### config.mk
export PLATFORM = sky130hd
export DESIGN_NAME = peridot_hostfifo
export DESIGN_NICKNAME = d
export VERILOG_FILES = /design/src/rtl/peridot_hostfifo.sv
export SDC_FILE = /design/constraint.sdc
export NUM_CORES = 1
export LEC_CHECK = 0
export ABC_CLOCK_PERIOD_IN_PS = 8400
export BUFFER_PORTS_ARGS = -buffer_cell sky130_fd_sc_hd__buf_2
export CAP_MARGIN = 5
export CELL_PAD_IN_SITES_DETAIL_PLACEMENT = 1
export CELL_PAD_IN_SITES_GLOBAL_PLACEMENT = 2
export CORE_MARGIN = 4
export CORE_UTILIZATION = 54
export DETAILED_ROUTE_END_ITERATION = 7
export PLACE_DENSITY = 0.84
export RECOVER_POWER = 50
export SLEW_MARGIN = 15
export SYNTH_ARGS = -nofsm -noshare
export SYNTH_HDL_FRONTEND = slang
export SYNTH_SLANG_ARGS = --single-unit
export TNS_END_PERCENT = 10
### constraint.sdc
create_clock -name clk -period 8.4 [get_ports clk]
set_input_delay 1.68 -clock clk [delete_from_list [all_inputs] [get_ports clk]]
set_output_delay 1.68 -clock clk [all_outputs]
set_load 0.005 [all_outputs]
### src/rtl/peridot_hostfifo.sv
// Host-side stream buffer: independent host-to-fabric (up) and fabric-to-host (down)
// show-ahead FIFOs, with a sticky overrun flag and optional RTS/CTS flow control.
module peridot_hostfifo #(
  parameter int unsigned UP_DEPTH_LOG2   = 6,
  parameter int unsigned DOWN_DEPTH_LOG2 = 6,
  parameter int unsigned DATA_WIDTH      = 8,
  parameter string       FLOWCTRL_MODE   = "NONE",
  parameter int unsigned RTS_THRESHOLD   = 2**UP_DEPTH_LOG2 - 4
) (
  input  logic                       clk,
  input  logic                       reset,
  input  logic                       up_in_valid,
  input  logic [DATA_WIDTH-1:0]      up_in_data,
  output logic                       up_in_ready,
  output logic                       up_out_valid,
  output logic [DATA_WIDTH-1:0]      up_out_data,
  input  logic                       up_out_ready,
  input  logic                       down_in_valid,
  input  logic [DATA_WIDTH-1:0]      down_in_data,
  output logic                       down_in_ready,
  output logic                       down_out_valid,
  output logic [DATA_WIDTH-1:0]      down_out_data,
  input  logic                       down_out_ready,
  output logic                       coe_rts_n,
  input  logic                       coe_cts_n,
  output logic [UP_DEPTH_LOG2:0]     up_usedw,
  output logic [DOWN_DEPTH_LOG2:0]   down_usedw,
  output logic                       overflow,
  input  logic                       overflow_clear
);

  localparam int unsigned UP_DEPTH = 2**UP_DEPTH_LOG2;
  localparam int unsigned UP_CW    = UP_DEPTH_LOG2 + 1;
  localparam int unsigned DN_DEPTH = 2**DOWN_DEPTH_LOG2;
  localparam int unsigned DN_CW    = DOWN_DEPTH_LOG2 + 1;
  localparam bit          USE_FC   = (FLOWCTRL_MODE == "RTSCTS");

  // ---------------------------------------------------------------- up path
  logic [DATA_WIDTH-1:0]    up_mem_q [UP_DEPTH];
  logic [UP_DEPTH_LOG2-1:0] up_wr_ptr_q, up_wr_ptr_d;
  logic [UP_DEPTH_LOG2-1:0] up_rd_ptr_q, up_rd_ptr_d;
  logic [UP_CW-1:0]         up_count_q, up_count_d;
  logic                     up_full;
  logic                     up_empty;
  logic                     up_wr;
  logic                     up_rd;

  // ---------------------------------------------------------------- down path
  logic [DATA_WIDTH-1:0]      dn_mem_q [DN_DEPTH];
  logic [DOWN_DEPTH_LOG2-1:0] dn_wr_ptr_q, dn_wr_ptr_d;
  logic [DOWN_DEPTH_LOG2-1:0] dn_rd_ptr_q, dn_rd_ptr_d;
  logic [DN_CW-1:0]           dn_count_q, dn_count_d;
  logic                       dn_full;
  logic                       dn_empty;
  logic                       dn_wr;
  logic                       dn_rd;

  // ---------------------------------------------------------------- status / flow control
  logic overflow_q, overflow_d;
  logic rts_n_q, rts_n_d;
  logic cts_s1_q, cts_s1_d;
  logic cts_s2_q, cts_s2_d;
  logic host_can_accept;

  // Handshake qualification; a full FIFO refuses writes even when it is being read.
  always_comb begin
    up_full         = (up_count_q == UP_CW'(UP_DEPTH));
    up_empty        = (up_count_q == '0);
    dn_full         = (dn_count_q == DN_CW'(DN_DEPTH));
    dn_empty        = (dn_count_q == '0);
    host_can_accept = USE_FC ? ~cts_s2_q : 1'b1;
    up_wr           = up_in_valid & ~up_full;
    up_rd           = up_out_ready & ~up_empty;
    dn_wr           = down_in_valid & ~dn_full;
    dn_rd           = down_out_ready & ~dn_empty & host_can_accept;
  end

  // Up FIFO pointer and fill-count next state.
  always_comb begin
    up_wr_ptr_d = up_wr_ptr_q;
    up_rd_ptr_d = up_rd_ptr_q;
    up_count_d  = up_count_q;
    if (up_wr) begin
      up_wr_ptr_d = up_wr_ptr_q + UP_DEPTH_LOG2'(1);
    end
    if (up_rd) begin
      up_rd_ptr_d = up_rd_ptr_q + UP_DEPTH_LOG2'(1);
    end
    if (up_wr && !up_rd) begin
      up_count_d = up_count_q + UP_CW'(1);
    end else if (!up_wr && up_rd) begin
      up_count_d = up_count_q - UP_CW'(1);
    end
  end

  // Down FIFO pointer and fill-count next state.
  always_comb begin
    dn_wr_ptr_d = dn_wr_ptr_q;
    dn_rd_ptr_d = dn_rd_ptr_q;
    dn_count_d  = dn_count_q;
    if (dn_wr) begin
      dn_wr_ptr_d = dn_wr_ptr_q + DOWN_DEPTH_LOG2'(1);
    end
    if (dn_rd) begin
      dn_rd_ptr_d = dn_rd_ptr_q + DOWN_DEPTH_LOG2'(1);
    end
    if (dn_wr && !dn_rd) begin
      dn_count_d = dn_count_q + DN_CW'(1);
    end else if (!dn_wr && dn_rd) begin
      dn_count_d = dn_count_q - DN_CW'(1);
    end
  end

  // Sticky overrun (a coincident overrun beats the clear), RTS from last fill, CTS synchroniser.
  always_comb begin
    overflow_d = overflow_q;
    rts_n_d    = 1'b0;
    cts_s1_d   = coe_cts_n;
    cts_s2_d   = cts_s1_q;
    if (up_in_valid && up_full) begin
      overflow_d = 1'b1;
    end else if (overflow_clear) begin
      overflow_d = 1'b0;
    end
    if (USE_FC) begin
      rts_n_d = (32'(up_count_q) >= RTS_THRESHOLD);
    end
  end

  always_ff @(posedge clk) begin
    if (reset) begin
      up_wr_ptr_q <= '0;
      up_rd_ptr_q <= '0;
      up_count_q  <= '0;
      dn_wr_ptr_q <= '0;
      dn_rd_ptr_q <= '0;
      dn_count_q  <= '0;
      overflow_q  <= 1'b0;
      rts_n_q     <= 1'b1;
      cts_s1_q    <= 1'b1;
      cts_s2_q    <= 1'b1;
    end else begin
      up_wr_ptr_q <= up_wr_ptr_d;
      up_rd_ptr_q <= up_rd_ptr_d;
      up_count_q  <= up_count_d;
      dn_wr_ptr_q <= dn_wr_ptr_d;
      dn_rd_ptr_q <= dn_rd_ptr_d;
      dn_count_q  <= dn_count_d;
      overflow_q  <= overflow_d;
      rts_n_q     <= rts_n_d;
      cts_s1_q    <= cts_s1_d;
      cts_s2_q    <= cts_s2_d;
    end
  end

  // Storage arrays carry no reset; stale words are masked by the valid gating below.
  always_ff @(posedge clk) begin
    if (up_wr) begin
      up_mem_q[up_wr_ptr_q] <= up_in_data;
    end
  end

  always_ff @(posedge clk) begin
    if (dn_wr) begin
      dn_mem_q[dn_wr_ptr_q] <= down_in_data;
    end
  end

  always_comb begin
    up_in_ready    = ~up_full;
    up_out_valid   = ~up_empty;
    up_out_data    = up_out_valid ? up_mem_q[up_rd_ptr_q] : '0;
    up_usedw       = up_count_q;
    down_in_ready  = ~dn_full;
    down_out_valid = ~dn_empty & host_can_accept;
    down_out_data  = down_out_valid ? dn_mem_q[dn_rd_ptr_q] : '0;
    down_usedw     = dn_count_q;
    overflow       = overflow_q;
    coe_rts_n      = rts_n_q;
  end

endmodule

# [Word level (Yosys, flattened, before mapping)]
# Memory sizes are Yosys's and may differ from the RTL's. A register that Yosys moved wholly into a read port is not among the register bits.
# Index checks and enable logic that the tools add are counted.
# W data, S select, Z words.
[classes] add_sub_neg=8 eq_ne=2 n_mux=17 n_bitwise=8 reduce_logical=14
[ops] operator="$mux W7" n=4
[ops] operator="$add A6 B1 Y6 const B" n=4
[ops] operator="$mux W6" n=4
[ops] operator="$mux W8" n=2
[ops] operator="$add A7 B1 Y7 const B" n=2
[ops] operator="$eq A7 B7 Y1 const B" n=2
[ops] operator="$logic_not A7 Y1" n=2
[ops] operator="$sub A7 B1 Y7 const B" n=2
[ops] operator="$mux W1" n=7
[ops] operator="$reduce_bool A2 Y1" n=3
[ops] operator="$logic_and A1 B1 Y1" n=5
[ops] operator="$and A1 B1 Y1" n=4
[ops] operator="$logic_not A1 Y1" n=4
[ops] operator="$not A1 Y1" n=4
[totals] regBits=40 mem_bits_rw=1024 out_inout_bits=36 n_memories=2
[mem_list] memory="dn_mem_q" depth=64 width=8 rd=1 rd_ports_with_merged_regs=1 write_ports=1 line_no="49" text="logic [DATA_WIDTH-1:0] dn_mem_q [DN_DEPTH];"
[mem_list] memory="up_mem_q" depth=64 width=8 rd=1 rd_ports_with_merged_regs=1 write_ports=1 line_no="39" text="logic [DATA_WIDTH-1:0] up_mem_q [UP_DEPTH];"

# [Longest topological paths before layout]
[logic_depth] ltp_word=7 mapped_depth=11 mapped_depth_nobuf=11

# [Worst setup path before layout]
# Ideal clock, no wire load.
[synth_path] path_kind="input to register" from="input up_in_valid" to="register up_count_q[6], in the netlist up_usedw[6]" arrival_ns=3.844 setup_slack_ns=4.435 stages=10 path_cell_list="inv_1 a31oi_2 ha_1 inv_1 fa_1 a21o_1 a21oi_1 o21ai_0 o311ai_0 mux2_2"
[synth_via] elab_chain_len=4
[synth_lines] element="start: declaration" line_no="12" text="input logic up_in_valid,"
[synth_lines] element="$and A1 B1 Y1 *" line_no="72" text="up_wr = up_in_valid & ~up_full;"
[synth_lines] element="via up_wr" line_no="45" text="logic up_wr;"
[synth_lines] element="$logic_not A1 Y1" line_no="91" text="end else if (!up_wr && up_rd) begin"
[synth_lines] element="$logic_and A1 B1 Y1" line_no="91"
[synth_lines] element="$reduce_bool A2 Y1 (no line)"
[synth_lines] element="end signal: assignment" line_no="145" text="up_count_q <= up_count_d;"
[synth_lines] element="end: declaration" line_no="42" text="logic [UP_CW-1:0] up_count_q, up_count_d;"
# Mark *: on every way through the listed nets, which the timed path passes. The rest lies on a longest branch.
# A chain may end at the register's enable or synchronous reset.

==> flow_metrics.env <==
export IMPL_finalCritPeriodShare=0.6773
export IMPL_pwr_share_comb=0.184
export IMPL_cp_end_kind="output pin"
export IMPL_avgSynthCellArea_um2=20.43
export IMPL_path_max_fanout=95
export IMPL_max_freq_ghz=0.1758
export IMPL_drcViolationCount=0
export IMPL_insertion_delay_ns=0.70
export IMPL_wire_per_inst_um=30.68
export IMPL_synthArstFlopShare=0
export IMPL_final_cell_count_no_fill=3264
export IMPL_ctsHoldBuffers=0
export IMPL_pwr_share_clk=0.362
export IMPL_drtIter0Drc=2077
export IMPL_synthCells=2059
export IMPL_critPathSlowestCell="dfxtp_4"
export IMPL_peakVddDrop_v=0.0002593
export IMPL_fin_ws_ns=2.710
export IMPL_grt_pass1_vias=22440
export IMPL_grt_pass1_wl_um=150100
export IMPL_clkTransAtPathRegs_ns=0.06
export IMPL_post_cts_resized=0
export IMPL_reg2reg_slack_ns=4.65
export IMPL_hold_path_class="reg2reg"
export IMPL_multi_input_area_mm2=0.009619
export IMPL_period_minus_slack_ns=5.690
export IMPL_rsz0062_at_grt="no"
export IMPL_synth_main_ff_cell="edfxtp_1"
export IMPL_ff2ff_path_depth=5
export IMPL_maxSlewHeadroom=-1.213
export IMPL_dp_hpwl_um=58240
export IMPL_nets=2177
export IMPL_syn2layout_area_growth_pct=11.27
export IMPL_seq_area_frac_synth=0.7556
export IMPL_max_stage_delay_ns=0.71
export IMPL_p_switching_w=0.003531
export IMPL_core_mm2=0.07734
export IMPL_synth_edf_count=1024
export IMPL_p_int_w=0.009914
export IMPL_io_buffer_count=58
export IMPL_grt_use_total=0.2468
export IMPL_vias=20880
export IMPL_n_antenna_cell=0
export IMPL_synth_area_leaders="edfxtp_1 (73%), mux4_2 (13%), dfxtp_1 (2.5%)"
export IMPL_dr_pass1_iters=5
export IMPL_required_ns=6.72
export IMPL_synth_cell_types=63
export IMPL_place_ws_ns=3.420
export IMPL_status="finished, violations left"
export IMPL_ios=60
export IMPL_ys_ff_latch=1076
export IMPL_synth_warnings=0
export IMPL_dieArea_mm2=0.08244
export IMPL_worstSetupPathType="reg2out"
export IMPL_start_util=0.5440
export IMPL_synth_largest_area_cell="edfxtp_1"
export IMPL_num_rows=102
export IMPL_powerDensity_mw_per_mm2=287.2
export IMPL_max_slew_worst_pin_slew_ns=3.319
export IMPL_grt_max_degree=129
export IMPL_die_h_um=287.1
export IMPL_avgViaCountPerCell=6.397
export IMPL_synth_top_area_frac=0.7309
export IMPL_place_inst=3063
export IMPL_hold_viol=0
export IMPL_cts_tree="yes"
export IMPL_timing_setup_tns_ns=0
export IMPL_gp_congestion=0.8604
export IMPL_syn_num_nets=2103
export IMPL_clkSinkCount=1076
export IMPL_htreeDepth=3
export IMPL_antenna_found_initial=0
export IMPL_power_leakage_nw=14.34
export IMPL_drive_gt1_frac=0.2284
export IMPL_layout_common_cells="edfxtp_1 (1024), mux4_2 (252), nor2_1 (182)"
export IMPL_arrival_ns=4.01
export IMPL_cts_max_path_buffers=3
export IMPL_nFillCells=6457
export IMPL_swShare=0.2626
export IMPL_r2r_start="up_usedw[3]$_SDFFE_PP0P_"
export IMPL_setup_violations_final=0
export IMPL_die_x_um=287.1
export IMPL_synth_cell_area_mm2=0.04207
export IMPL_crit_path_end="down_out_data[6]"
export IMPL_clock_skew_final_ns=0.04179
export IMPL_ff_latch_area_mm2=0.03181
export IMPL_critPathLaunchType="flip-flop"
export IMPL_cts_setup_buffers=0
export IMPL_drv_slew=1088
export IMPL_crit_chain="buf_12 > mux4_2 > a22o_1 > a221oi_1 > o22a_1 > o21ai_1 > buf_2"
export IMPL_ant_nets=0
export IMPL_grt_ovfl_total=0
export IMPL_root_buffer="clkbuf_16"
export IMPL_p_seq_frac=0.454
export IMPL_r2r_end="up_mem_q[59][5]$_DFFE_PP_"
export IMPL_cap_violations=17
export IMPL_final_common_cell="edfxtp_1"
export IMPL_cts_buffers=108
export IMPL_routed_wl_um=100100
export IMPL_timing_hold_ws_ns=0.4766
export IMPL_violations="capacitance limit, slew limit"
sequential cells by signal, indices dropped and copies added, names as in the netlist, named ones only:
| name | cells |
|---|---|
| up_rd_ptr_q | 6 |
| down_usedw | 7 |
| dn_mem_q | 512 |
| overflow | 1 |
| coe_rts_n | 1 |
| up_usedw | 7 |
| up_mem_q | 512 |
| dn_rd_ptr_q | 6 |
| dn_wr_ptr_q | 6 |
| up_wr_ptr_q | 6 |
worst max-delay path, delay by kind of cell, from the launching register on:
family / cells / cell delay, ns
flops: 1 / 0.71
mux: 1 / 0.62
buf+inv: 2 / 0.65
compound gates: 4 / 1.01
power by group through the flow:
stage	Combinational [W]	Sequential (W)	Clock [W]
final	0.00247	0.00611	0.00486
after global routing	0.00264	0.00613	0.00518
after CTS	0.00250	0.00610	0.00493
after detailed placement	0.00248	0.00621	0
after global placement	0.00241	0.00621	0
after floorplan	0.00182	0.00612	0
cells in the mapped netlist, drive strengths merged, types with 2 or more instances:
| library cell | instances |
|---|---|
| a22o | 21 |
| ha | 18 |
| o2111ai | 5 |
| a21o | 7 |
| or3b | 3 |
| nand4 | 9 |
| xor2 | 16 |
| dfxtp | 52 |
| nor2 | 184 |
| nor2b | 18 |
| mux2i | 32 |
| nand3 | 22 |
| nor3 | 4 |
| buf | 72 |
| a31oi | 10 |
| or2 | 5 |
| o21a | 5 |
| and2 | 2 |
| o41ai | 2 |
| nand3b | 7 |
| nand2 | 39 |
| a221oi | 23 |
| mux2 | 13 |
| nand2b | 8 |
| a21oi | 25 |
| or3 | 3 |
| nor4 | 6 |
| inv | 13 |
| a22oi | 15 |
| edfxtp | 1024 |
| fa | 2 |
| o211ai | 5 |
| o221ai | 21 |
| o22ai | 18 |
| nor3b | 2 |
| xnor2 | 9 |
| o21ai | 23 |
| or4 | 2 |
| mux4 | 256 |
| nor4b | 3 |
| clkbuf | 39 |
| o22a | 4 |
routing by layer:
layer | wire, um | vias up | GRT usage
met5 | 0 | - | 0
met4 | 3988 | 0 | 0.09064
met3 | 5082 | 222 | 0.03021
met2 | 51390 | 789 | 0.4179
met1 | 39690 | 11170 | 0.3352
li1 | - | 8696 | -
logic make-up after synthesis:
group | after synthesis | share of synthesized area
flip-flops | 1076 | 0.7556
AND/OR/NAND/NOR | 319 | 0.03473
AO/OA/AOI/OAI | 194 | 0.03378
buffers and inverters | 124 | 0.01588
multiplexers | 301 | 0.1485
XOR/XNOR | 25 | 0.005204
adder cells (fa/ha/maj) | 20 | 0.006305
area by class of cell:
cell class / count / share of cell area
clock inverters: 68 / 0.01641
flip-flops and latches: 1076 / 0.6795
inverters: 13 / 0.001042
clock buffers: 133 / 0.06040
repair buffers: 75 / 0.009408
multi-input cells: 859 / 0.2055
well taps: 1040 / 0.02780
worst min path at each step:
stage	from	to	depth (start not counted)
CTS	overflow$_SDFFE_PP0P_	overflow$_SDFFE_PP0P_	2
global placement	overflow$_SDFFE_PP0P_	overflow$_SDFFE_PP0P_	2
detailed placement	overflow$_SDFFE_PP0P_	overflow$_SDFFE_PP0P_	2
global route	overflow$_SDFFE_PP0P_	overflow$_SDFFE_PP0P_	2
floorplan	up_rd_ptr_q[1]$_SDFFE_PP0P_	flip-flop	2
finish	overflow$_SDFFE_PP0P_	overflow$_SDFFE_PP0P_	2
per-stage QoR:
stage	power, W	util	cell area, um2
floorplan	0.007940	-	42070
global placement	0.008611	0.5591	43240
detailed placement	0.008692	0.5591	43240
CTS	0.01354	0.6056	46840
global route	0.01395	0.6053	46810
finish	0.01344	0.6053	46810
Power figures use the tool's default switching activity.
